`src/rtl/label_vote_smoother_pkg.sv`:
```
// Shared constants and FSM encoding for the A/V label vote smoother.
// Default widths match the associative-memory output format.
package label_vote_smoother_pkg;

  localparam int unsigned DEF_LABEL_WIDTH    = 2;
  localparam int unsigned DEF_DISTANCE_WIDTH = 8;
  localparam int unsigned DEF_VOTE_WINDOW    = 8;

  localparam logic [DEF_DISTANCE_WIDTH-1:0] DEF_DIST_THRESH =
    {DEF_DISTANCE_WIDTH{1'b1}};

  typedef enum logic [1:0] {
    ST_IDLE   = 2'd0,
    ST_UPDATE = 2'd1,
    ST_SCAN   = 2'd2,
    ST_OUT    = 2'd3
  } state_e;

endpackage

```
`src/rtl/label_vote_smoother_vote_histogram.sv`:
```
// Sliding-window label histogram for one dimension, with a
// one-class-per-cycle argmax (ties resolve to the lowest label).
module vote_histogram
  import label_vote_smoother_pkg::*;
#(
  parameter int unsigned WINDOW      = DEF_VOTE_WINDOW,
  parameter int unsigned LABEL_WIDTH = DEF_LABEL_WIDTH,
  localparam int unsigned NC = 2**LABEL_WIDTH,
  localparam int unsigned CW = $clog2(WINDOW+1),
  localparam int unsigned PW = $clog2(WINDOW)
) (
  input  logic                   clk_i,
  input  logic                   rst_ni,
  input  logic                   clr_i,
  input  logic                   upd_i,
  input  logic                   admit_i,
  input  logic [LABEL_WIDTH-1:0] label_i,
  input  logic                   scan_i,
  input  logic [LABEL_WIDTH-1:0] idx_i,
  output logic [CW-1:0]          fill_o,
  output logic [LABEL_WIDTH-1:0] best_lbl_o,
  output logic [CW-1:0]          best_cnt_o
);

  logic [LABEL_WIDTH-1:0] hist_q [WINDOW];
  logic [PW-1:0]          wptr_q;
  logic [CW-1:0]          fill_q;
  logic [CW-1:0]          cnt_q [NC];
  logic [CW-1:0]          cnt_d [NC];
  logic [LABEL_WIDTH-1:0] best_lbl_q, best_lbl_d;
  logic [CW-1:0]          best_cnt_q, best_cnt_d;

  logic                   push, full;
  logic [LABEL_WIDTH-1:0] oldest;

  assign push   = upd_i & admit_i;
  assign full   = (fill_q == CW'(WINDOW));
  // Once full, the write pointer sits on the oldest entry.
  assign oldest = hist_q[wptr_q];

  always_comb begin
    for (int c = 0; c < NC; c++) begin
      cnt_d[c] = cnt_q[c];
      if (push && label_i == LABEL_WIDTH'(c))
        cnt_d[c] = cnt_d[c] + CW'(1);
      if (push && full && oldest == LABEL_WIDTH'(c))
        cnt_d[c] = cnt_d[c] - CW'(1);
    end
  end

  always_comb begin
    best_lbl_d = best_lbl_q;
    best_cnt_d = best_cnt_q;
    if (cnt_q[idx_i] > best_cnt_q) begin
      best_lbl_d = idx_i;
      best_cnt_d = cnt_q[idx_i];
    end
  end

  always_ff @(posedge clk_i or negedge rst_ni) begin
    if (!rst_ni) begin
      wptr_q     <= '0;
      fill_q     <= '0;
      best_lbl_q <= '0;
      best_cnt_q <= '0;
      for (int c = 0; c < NC; c++) cnt_q[c] <= '0;
      for (int i = 0; i < WINDOW; i++) hist_q[i] <= '0;
    end else if (clr_i) begin
      wptr_q     <= '0;
      fill_q     <= '0;
      best_lbl_q <= '0;
      best_cnt_q <= '0;
      for (int c = 0; c < NC; c++) cnt_q[c] <= '0;
    end else begin
      if (push) begin
        hist_q[wptr_q] <= label_i;
        wptr_q <= (wptr_q == PW'(WINDOW-1)) ? '0 : wptr_q + PW'(1);
        if (!full) fill_q <= fill_q + CW'(1);
      end
      for (int c = 0; c < NC; c++) cnt_q[c] <= cnt_d[c];
      if (upd_i) begin
        best_lbl_q <= '0;
        best_cnt_q <= '0;
      end else if (scan_i) begin
        best_lbl_q <= best_lbl_d;
        best_cnt_q <= best_cnt_d;
      end
    end
  end

  assign fill_o     = fill_q;
  assign best_lbl_o = best_lbl_d;
  assign best_cnt_o = best_cnt_d;

endmodule

```
`src/rtl/label_vote_smoother.sv`:
```
// Majority-vote temporal smoother for arousal/valence AM labels,
// with distance gating and a valid/ready output handshake.
module label_vote_smoother
  import label_vote_smoother_pkg::*;
#(
  parameter int unsigned WINDOW         = DEF_VOTE_WINDOW,
  parameter int unsigned LABEL_WIDTH    = DEF_LABEL_WIDTH,
  parameter int unsigned DISTANCE_WIDTH = DEF_DISTANCE_WIDTH,
  parameter logic [DISTANCE_WIDTH-1:0] DIST_THRESH =
    {DISTANCE_WIDTH{1'b1}},
  localparam int unsigned NUM_CLASSES = 2**LABEL_WIDTH,
  localparam int unsigned VW = $clog2(WINDOW+1)
) (
  input  logic                      Clk_CI,
  input  logic                      Reset_RI,
  input  logic                      Clear_SI,
  input  logic                      ValidIn_SI,
  output logic                      ReadyOut_SO,
  input  logic [LABEL_WIDTH-1:0]    LabelIn_A_DI,
  input  logic [DISTANCE_WIDTH-1:0] DistanceIn_A_DI,
  input  logic [LABEL_WIDTH-1:0]    LabelIn_V_DI,
  input  logic [DISTANCE_WIDTH-1:0] DistanceIn_V_DI,
  output logic                      ValidOut_SO,
  input  logic                      ReadyIn_SI,
  output logic [LABEL_WIDTH-1:0]    LabelOut_A_DO,
  output logic [LABEL_WIDTH-1:0]    LabelOut_V_DO,
  output logic [VW-1:0]             VotesOut_A_DO,
  output logic [VW-1:0]             VotesOut_V_DO,
  output logic                      Reject_A_SO,
  output logic                      Reject_V_SO,
  output logic                      Full_SO
);

  state_e                    state_q, state_d;
  logic                      started_q;
  logic [LABEL_WIDTH-1:0]    idx_q, idx_d;
  logic [LABEL_WIDTH-1:0]    lbl_a_q, lbl_v_q;
  logic [DISTANCE_WIDTH-1:0] dist_a_q, dist_v_q;
  logic [LABEL_WIDTH-1:0]    out_la_q, out_lv_q;
  logic [VW-1:0]             out_va_q, out_vv_q;
  logic                      rej_a_q, rej_v_q;

  logic                      accept, upd, scan, scan_last;
  logic                      admit_a, admit_v;
  logic [VW-1:0]             fill_a, fill_v, cnt_a, cnt_v;
  logic [LABEL_WIDTH-1:0]    best_a, best_v;

  // Ready stays low until the first edge after reset release.
  assign ReadyOut_SO = started_q & (state_q == ST_IDLE) & ~Clear_SI;
  assign accept      = ValidIn_SI & ReadyOut_SO;
  assign upd         = (state_q == ST_UPDATE);
  assign scan        = (state_q == ST_SCAN);
  assign scan_last   = scan & (idx_q == LABEL_WIDTH'(NUM_CLASSES-1));
  assign admit_a     = (dist_a_q <= DIST_THRESH);
  assign admit_v     = (dist_v_q <= DIST_THRESH);

  always_comb begin
    state_d = state_q;
    idx_d   = idx_q;
    unique case (state_q)
      ST_IDLE:   if (accept) state_d = ST_UPDATE;
      ST_UPDATE: begin
        state_d = ST_SCAN;
        idx_d   = '0;
      end
      ST_SCAN: begin
        idx_d = idx_q + LABEL_WIDTH'(1);
        if (scan_last) state_d = ST_OUT;
      end
      ST_OUT:    if (ReadyIn_SI) state_d = ST_IDLE;
      default:   state_d = ST_IDLE;
    endcase
    if (Clear_SI) begin
      state_d = ST_IDLE;
      idx_d   = '0;
    end
  end

  always_ff @(posedge Clk_CI or negedge Reset_RI) begin
    if (!Reset_RI) begin
      state_q   <= ST_IDLE;
      started_q <= 1'b0;
      idx_q     <= '0;
    end else begin
      state_q   <= state_d;
      started_q <= 1'b1;
      idx_q     <= idx_d;
    end
  end

  always_ff @(posedge Clk_CI or negedge Reset_RI) begin
    if (!Reset_RI) begin
      lbl_a_q  <= '0;
      lbl_v_q  <= '0;
      dist_a_q <= '0;
      dist_v_q <= '0;
    end else if (accept) begin
      lbl_a_q  <= LabelIn_A_DI;
      lbl_v_q  <= LabelIn_V_DI;
      dist_a_q <= DistanceIn_A_DI;
      dist_v_q <= DistanceIn_V_DI;
    end
  end

  // An empty history keeps the previously published label.
  always_ff @(posedge Clk_CI or negedge Reset_RI) begin
    if (!Reset_RI) begin
      out_la_q <= '0;
      out_lv_q <= '0;
      out_va_q <= '0;
      out_vv_q <= '0;
      rej_a_q  <= 1'b0;
      rej_v_q  <= 1'b0;
    end else if (Clear_SI) begin
      out_la_q <= '0;
      out_lv_q <= '0;
      out_va_q <= '0;
      out_vv_q <= '0;
      rej_a_q  <= 1'b0;
      rej_v_q  <= 1'b0;
    end else if (scan_last) begin
      if (fill_a != '0) out_la_q <= best_a;
      if (fill_v != '0) out_lv_q <= best_v;
      out_va_q <= cnt_a;
      out_vv_q <= cnt_v;
      rej_a_q  <= ~admit_a;
      rej_v_q  <= ~admit_v;
    end
  end

  vote_histogram #(
    .WINDOW      (WINDOW),
    .LABEL_WIDTH (LABEL_WIDTH)
  ) u_hist_a (
    .clk_i      (Clk_CI),
    .rst_ni     (Reset_RI),
    .clr_i      (Clear_SI),
    .upd_i      (upd),
    .admit_i    (admit_a),
    .label_i    (lbl_a_q),
    .scan_i     (scan),
    .idx_i      (idx_q),
    .fill_o     (fill_a),
    .best_lbl_o (best_a),
    .best_cnt_o (cnt_a)
  );

  vote_histogram #(
    .WINDOW      (WINDOW),
    .LABEL_WIDTH (LABEL_WIDTH)
  ) u_hist_v (
    .clk_i      (Clk_CI),
    .rst_ni     (Reset_RI),
    .clr_i      (Clear_SI),
    .upd_i      (upd),
    .admit_i    (admit_v),
    .label_i    (lbl_v_q),
    .scan_i     (scan),
    .idx_i      (idx_q),
    .fill_o     (fill_v),
    .best_lbl_o (best_v),
    .best_cnt_o (cnt_v)
  );

  assign ValidOut_SO   = (state_q == ST_OUT);
  assign LabelOut_A_DO = out_la_q;
  assign LabelOut_V_DO = out_lv_q;
  assign VotesOut_A_DO = out_va_q;
  assign VotesOut_V_DO = out_vv_q;
  assign Reject_A_SO   = rej_a_q;
  assign Reject_V_SO   = rej_v_q;
  assign Full_SO       = (fill_a == VW'(WINDOW)) & (fill_v == VW'(WINDOW));

endmodule

```
`config.mk`:
```
export PLATFORM = sky130hd
export DESIGN_NAME = label_vote_smoother
export DESIGN_NICKNAME = d
export VERILOG_FILES = /design/src/rtl/label_vote_smoother_pkg.sv /design/src/rtl/label_vote_smoother_vote_histogram.sv /design/src/rtl/label_vote_smoother.sv
export SDC_FILE = /design/constraint.sdc
export NUM_CORES = 1
export LEC_CHECK = 0
export BUFFER_PORTS_ARGS = -buffer_cell sky130_fd_sc_hd__buf_4
export CORE_ASPECT_RATIO = 2
export CORE_MARGIN = 1.5
export CORE_UTILIZATION = 50
export DETAILED_ROUTE_END_ITERATION = 8
export GPL_TIMING_DRIVEN = 0
export PLACE_DENSITY = 0.68
export SETUP_SLACK_MARGIN = 0.1
export SLEW_MARGIN = 10
export SYNTH_ARGS = -nofsm -noshare
export SYNTH_HDL_FRONTEND = slang
export SYNTH_SLANG_ARGS = --single-unit
```
`constraint.sdc`:
```
create_clock -name Clk_CI -period 4.02 [get_ports Clk_CI]
set_clock_uncertainty 0.2 [all_clocks]
set_input_delay 0.201 -clock Clk_CI [delete_from_list [all_inputs] [get_ports Clk_CI]]
set_output_delay 0.201 -clock Clk_CI [all_outputs]
set_load 0.01 [all_outputs]
```
==> metrics.txt <==
# TYPE chip_impl_metric gauge
chip_impl_info{name="run_status",value="finished, final reports clean"} 1
chip_impl_metric{name="postSynth.asyncResetShare",unit=""} 1.00
chip_impl_metric{name="count_of_final_max_slew_check_failures",unit=""} 0
chip_impl_metric{name="yosysUniqueCellTypes",unit=""} 66
chip_impl_metric{name="fp.dieArea",unit="um^2"} 14100
chip_impl_metric{name="seq_area_frac_synth",unit=""} 0.417
chip_impl_metric{name="worst_ep_required_time",unit="ns"} 4.05
chip_impl_info{name="regToRegEndpoint",value="VotesOut_V_DO[1]$_DFFE_PN0P_"} 1
chip_impl_metric{name="global_route.usage.total",unit=""} 0.212
chip_impl_info{name="critPathSlowestCell",value="sky130_fd_sc_hd__a21oi_1"} 1
chip_impl_info{name="worst_setup_path_end_kind",value="flop"} 1
chip_impl_metric{name="grt_overflow",unit=""} 0
chip_impl_metric{name="synth_top_area_share",unit=""} 0.417
chip_impl_metric{name="area_growth_from_synthesis_to_layout",unit="%"} 10.7
chip_impl_metric{name="leakage",unit="uW"} 0.00322
chip_impl_info{name="min_path_type",value="input pin to flop"} 1
chip_impl_metric{name="chipHeight",unit="um"} 166
chip_impl_metric{name="placed_cells_incl_taps",unit=""} 790
chip_impl_metric{name="mappedNetlistArea",unit="um^2"} 6670
chip_impl_info{name="yosys.cell_count.top_type",value="sky130_fd_sc_hd__dfrtp_1"} 1
chip_impl_metric{name="fp.dieW",unit="um"} 84.7
chip_impl_metric{name="cts_inserted_buffers",unit=""} 9
chip_impl_metric{name="max-vdd-ir-drop",unit="mV"} 0.301
chip_impl_metric{name="initialDrtViolationCount",unit=""} 215
chip_impl_metric{name="stdcell_area",unit="um^2"} 7380
chip_impl_metric{name="totalPowerFinal",unit="uW"} 3390
chip_impl_info{name="critical-path-top-cell-by-count",value="sky130_fd_sc_hd__o21ai_0"} 1
chip_impl_metric{name="timing.reg2reg.setup_slack",unit="ns"} 0.67
chip_impl_metric{name="detailed_place.area",unit="um^2"} 7030
chip_impl_metric{name="count_of_final_setup_violators",unit=""} 0
chip_impl_metric{name="layoutNonFillerInstCount",unit=""} 811
chip_impl_metric{name="viasPerCell",unit=""} 5.84
chip_impl_info{name="timing.setup.critical_path_class",value="flop to flop"} 1
chip_impl_info{name="hold_path_end",value="lbl_a_q[0]$_DFFE_PN0P_"} 1
chip_impl_metric{name="core_area",unit="um^2"} 13000
chip_impl_info{name="crit_path_cell_trace",value="clkbuf_1 -> mux4_2 -> ha_1 -> nand4_1 -> o21ai_0 -> a21oi_1 -> mux2i_1 -> o21ai_0"} 1
chip_impl_metric{name="wl_per_cell",unit="um"} 17.4
chip_impl_info{name="tritoncts",value="done"} 1
chip_impl_metric{name="grt_max_degree",unit=""} 112
chip_impl_metric{name="min_delay_path_depth",unit=""} 3
chip_impl_metric{name="h-tree-depth",unit=""} 3
chip_impl_metric{name="clk-insertion-delay-late",unit="ns"} 0.35
chip_impl_metric{name="start_util",unit=""} 0.513
chip_impl_metric{name="p_per_area",unit="nW/um^2"} 459
chip_impl_metric{name="timing.max_cap.violations",unit=""} 0
chip_impl_metric{name="pin_count",unit=""} 42
chip_impl_info{name="start_kind",value="flop"} 1
chip_impl_metric{name="count_of_buffering_cells_on_the_critical_path_with_inverters_included",unit=""} 1
chip_impl_metric{name="timing.fmax",unit="MHz"} 299
chip_impl_info{name="ys.flop_type",value="sky130_fd_sc_hd__dfrtp_1"} 1
chip_impl_metric{name="place.detailed.hpwl",unit="um"} 10600
chip_impl_metric{name="grt_first_pass_wirelength",unit="um"} 24000
chip_impl_info{name="beginning_of_the_worst_hold_path",value="ValidIn_SI"} 1
chip_impl_info{name="cpLargestDelayFamily",value="compound AO/OA/AOI/OAI gates"} 1
chip_impl_metric{name="antenna_found_initial",unit=""} 0
chip_impl_metric{name="clock_sinks",unit=""} 111
chip_impl_metric{name="worst_ep_arrival_time",unit="ns"} 3.38
chip_impl_metric{name="routed_wl",unit="um"} 14100
chip_impl_metric{name="number_of_global_route_vias_before_repair",unit=""} 5069
chip_impl_metric{name="num_antenna_cells",unit=""} 0
chip_impl_metric{name="route.vias.total",unit=""} 4735
chip_impl_metric{name="port_buffers",unit=""} 22
chip_impl_metric{name="synth_instances",unit=""} 615
chip_impl_info{name="largest_area_contributor_in_the_synthesized_netlist",value="sky130_fd_sc_hd__dfrtp_1"} 1
chip_impl_metric{name="ctsLongestPathBuffers",unit=""} 2
chip_impl_info{name="synth.area.top_cells",value="sky130_fd_sc_hd__dfrtp_1 42%, sky130_fd_sc_hd__ha_1 6.9%, sky130_fd_sc_hd__mux2i_1 6.5%"} 1
chip_impl_metric{name="number_of_flops_mapped_to_enable_cells_by_yosys",unit=""} 0
chip_impl_metric{name="finalWeightedCongestion",unit=""} 0.780
chip_impl_metric{name="timing.critical_path.fanout_max",unit=""} 10
chip_impl_metric{name="ys_ff_latch",unit=""} 111
chip_impl_metric{name="placement_rows",unit=""} 59
chip_impl_metric{name="cts.clk_slew.worst_paths",unit="ns"} 0.07
chip_impl_info{name="cts.root.buffer_cell",value="sky130_fd_sc_hd__clkbuf_16"} 1
chip_impl_metric{name="critical-path-max-stage-delay",unit="ns"} 0.62
chip_impl_info{name="netlist_top_cells_count",value="111 x sky130_fd_sc_hd__dfrtp_1, 65 x sky130_fd_sc_hd__nor2_1, 43 x sky130_fd_sc_hd__mux2i_1"} 1
chip_impl_metric{name="design.final.nets",unit=""} 716
chip_impl_metric{name="hold_viol",unit=""} 0
chip_impl_metric{name="drt_pass1_iterations",unit=""} 4
chip_impl_metric{name="yosysWarningCount",unit=""} 0
chip_impl_metric{name="post_route_cells_drive_above_1_share",unit=""} 0.158
chip_impl_metric{name="drcViolationCount",unit=""} 0
chip_impl_metric{name="reg2reg_depth",unit=""} 8
chip_impl_metric{name="fin_setup_tns",unit="ns"} 0
chip_impl_metric{name="post_synthesis_average_cell_area",unit="um^2"} 10.8
chip_impl_metric{name="route.antenna.remaining_nets",unit=""} 0
chip_impl_metric{name="final.period_utilization",unit=""} 0.833
chip_impl_metric{name="fillerInstances",unit=""} 1130
chip_impl_metric{name="worst_slew_margin_rel",unit=""} 0.310
chip_impl_info{name="rsz_0062_raised_after_global_routing",value="no"} 1
chip_impl_info{name="timing.rr.start",value="idx_q[1]$_DFFE_PN0P_"} 1
chip_impl_metric{name="worst_slew_pin_slew",unit="ns"} 1.03
chip_impl_metric{name="min_period",unit="ns"} 3.35
area by class of cell:
| class | instances | area, um^2 | share of cell area |
|---|---|---|---|
| multi-input combinational | 452 | 3670 | 0.497 |
| sequential | 111 | 2780 | 0.376 |
| clock buffer | 9 | 225 | 0.0305 |
| timing repair buffer | 27 | 219 | 0.0297 |
| tap | 152 | 190 | 0.0258 |
| buffer | 33 | 151 | 0.0205 |
| clock inverter | 7 | 77.6 | 0.0105 |
| inverter | 20 | 75.1 | 0.0102 |
tightest hold or removal path, cell delays in order:
cell and delay (ns):
sky130_fd_sc_hd__buf_4 0.08, sky130_fd_sc_hd__nand2_1 0.18, sky130_fd_sc_hd__mux2_2 0.28
cells by family (layout without fill, tap and decap cells):
| group | count (synthesis) | after routing | share of synthesized area |
|---|---|---|---|
| adder cells (fa/ha/maj) | 37 | 37 | 0.0694 |
| other | 2 | 3 | 0.00113 |
| XOR/XNOR | 50 | 50 | 0.0657 |
| buffers and inverters | 53 | 96 | 0.0340 |
| flip-flops | 111 | 111 | 0.417 |
| AND/OR/NAND/NOR | 193 | 193 | 0.156 |
| multiplexers | 104 | 104 | 0.192 |
| AO/OA/AOI/OAI | 65 | 65 | 0.0657 |
worst max path at each step:
stage | startpoint | to | cells after the start
after floorplan | idx_q[0]$_DFFE_PN0P_ | VotesOut_V_DO[0]$_DFFE_PN0P_ | 8
after global placement | idx_q[1]$_DFFE_PN0P_ | VotesOut_A_DO[1]$_DFFE_PN0P_ | 8
after detailed placement | idx_q[1]$_DFFE_PN0P_ | VotesOut_A_DO[2]$_DFFE_PN0P_ | 8
after global routing | idx_q[1]$_DFFE_PN0P_ | VotesOut_A_DO[2]$_DFFE_PN0P_ | 8
after CTS | idx_q[1]$_DFFE_PN0P_ | VotesOut_A_DO[1]$_DFFE_PN0P_ | 8
final | idx_q[1]$_DFFE_PN0P_ | VotesOut_V_DO[1]$_DFFE_PN0P_ | 8
metrics by stage:
step	utilization	hold slack [ns]	worst slack [ns]
after floorplan	-	-0.295	1.14
after global placement	0.541	0.239	0.683
after detailed placement	0.541	0.221	0.626
after CTS	0.568	0.229	0.608
after global routing	0.568	0.241	0.421
final	0.568	0.221	0.672
layout by cell type, fill, tap and decap left out, drive strengths merged, types with 3 or more instances in the layout:
cell type,n
a211oi,3
a21oi,21
and3,8
and3b,5
and4b,3
buf,34
clkbuf,30
conb,3
dfrtp,111
dlygate4sd3,5
ha,37
inv,23
mux2,46
mux2i,45
mux4,13
nand2,38
nand3,12
nand3b,5
nand4,16
nor2,65
nor2b,3
nor3,9
nor3b,5
nor4,4
nor4b,3
o2111ai,4
o21ai,20
or3,4
or4,4
xnor2,28
xor2,22
state kept, by name, indices dropped and copies added (netlist names), 4 cells and up:
name / cells
VotesOut_A_DO: 4
VotesOut_V_DO: 4
u_hist_a.best_cnt_q: 4
u_hist_a.cnt_q: 16
u_hist_a.fill_o: 4
u_hist_a.hist_q: 16
u_hist_v.best_cnt_q: 4
u_hist_v.cnt_q: 16
u_hist_v.fill_o: 4
u_hist_v.hist_q: 16
where the power goes:
group	switching, uW	leakage (uW)	internal (uW)
Clock	430	0.000147	491
Sequential	114	0.00153	1240
Combinational	656	0.00154	466
metal layers:
metal	vias to the layer above	track usage	wire length, um
li1	2265	-	-
met1	2370	0.230	5340
met2	75	0.404	8010
met3	25	0.0338	359
met4	0	0.0729	370
met5	-	0	0
what timing repair did:
action	in CTS	in global routing
buffers inserted	0	0
resized for setup	0	0
endpoints found under the hold margin	115	0
hold buffers	5	0
Power figures use the tool's default switching activity.
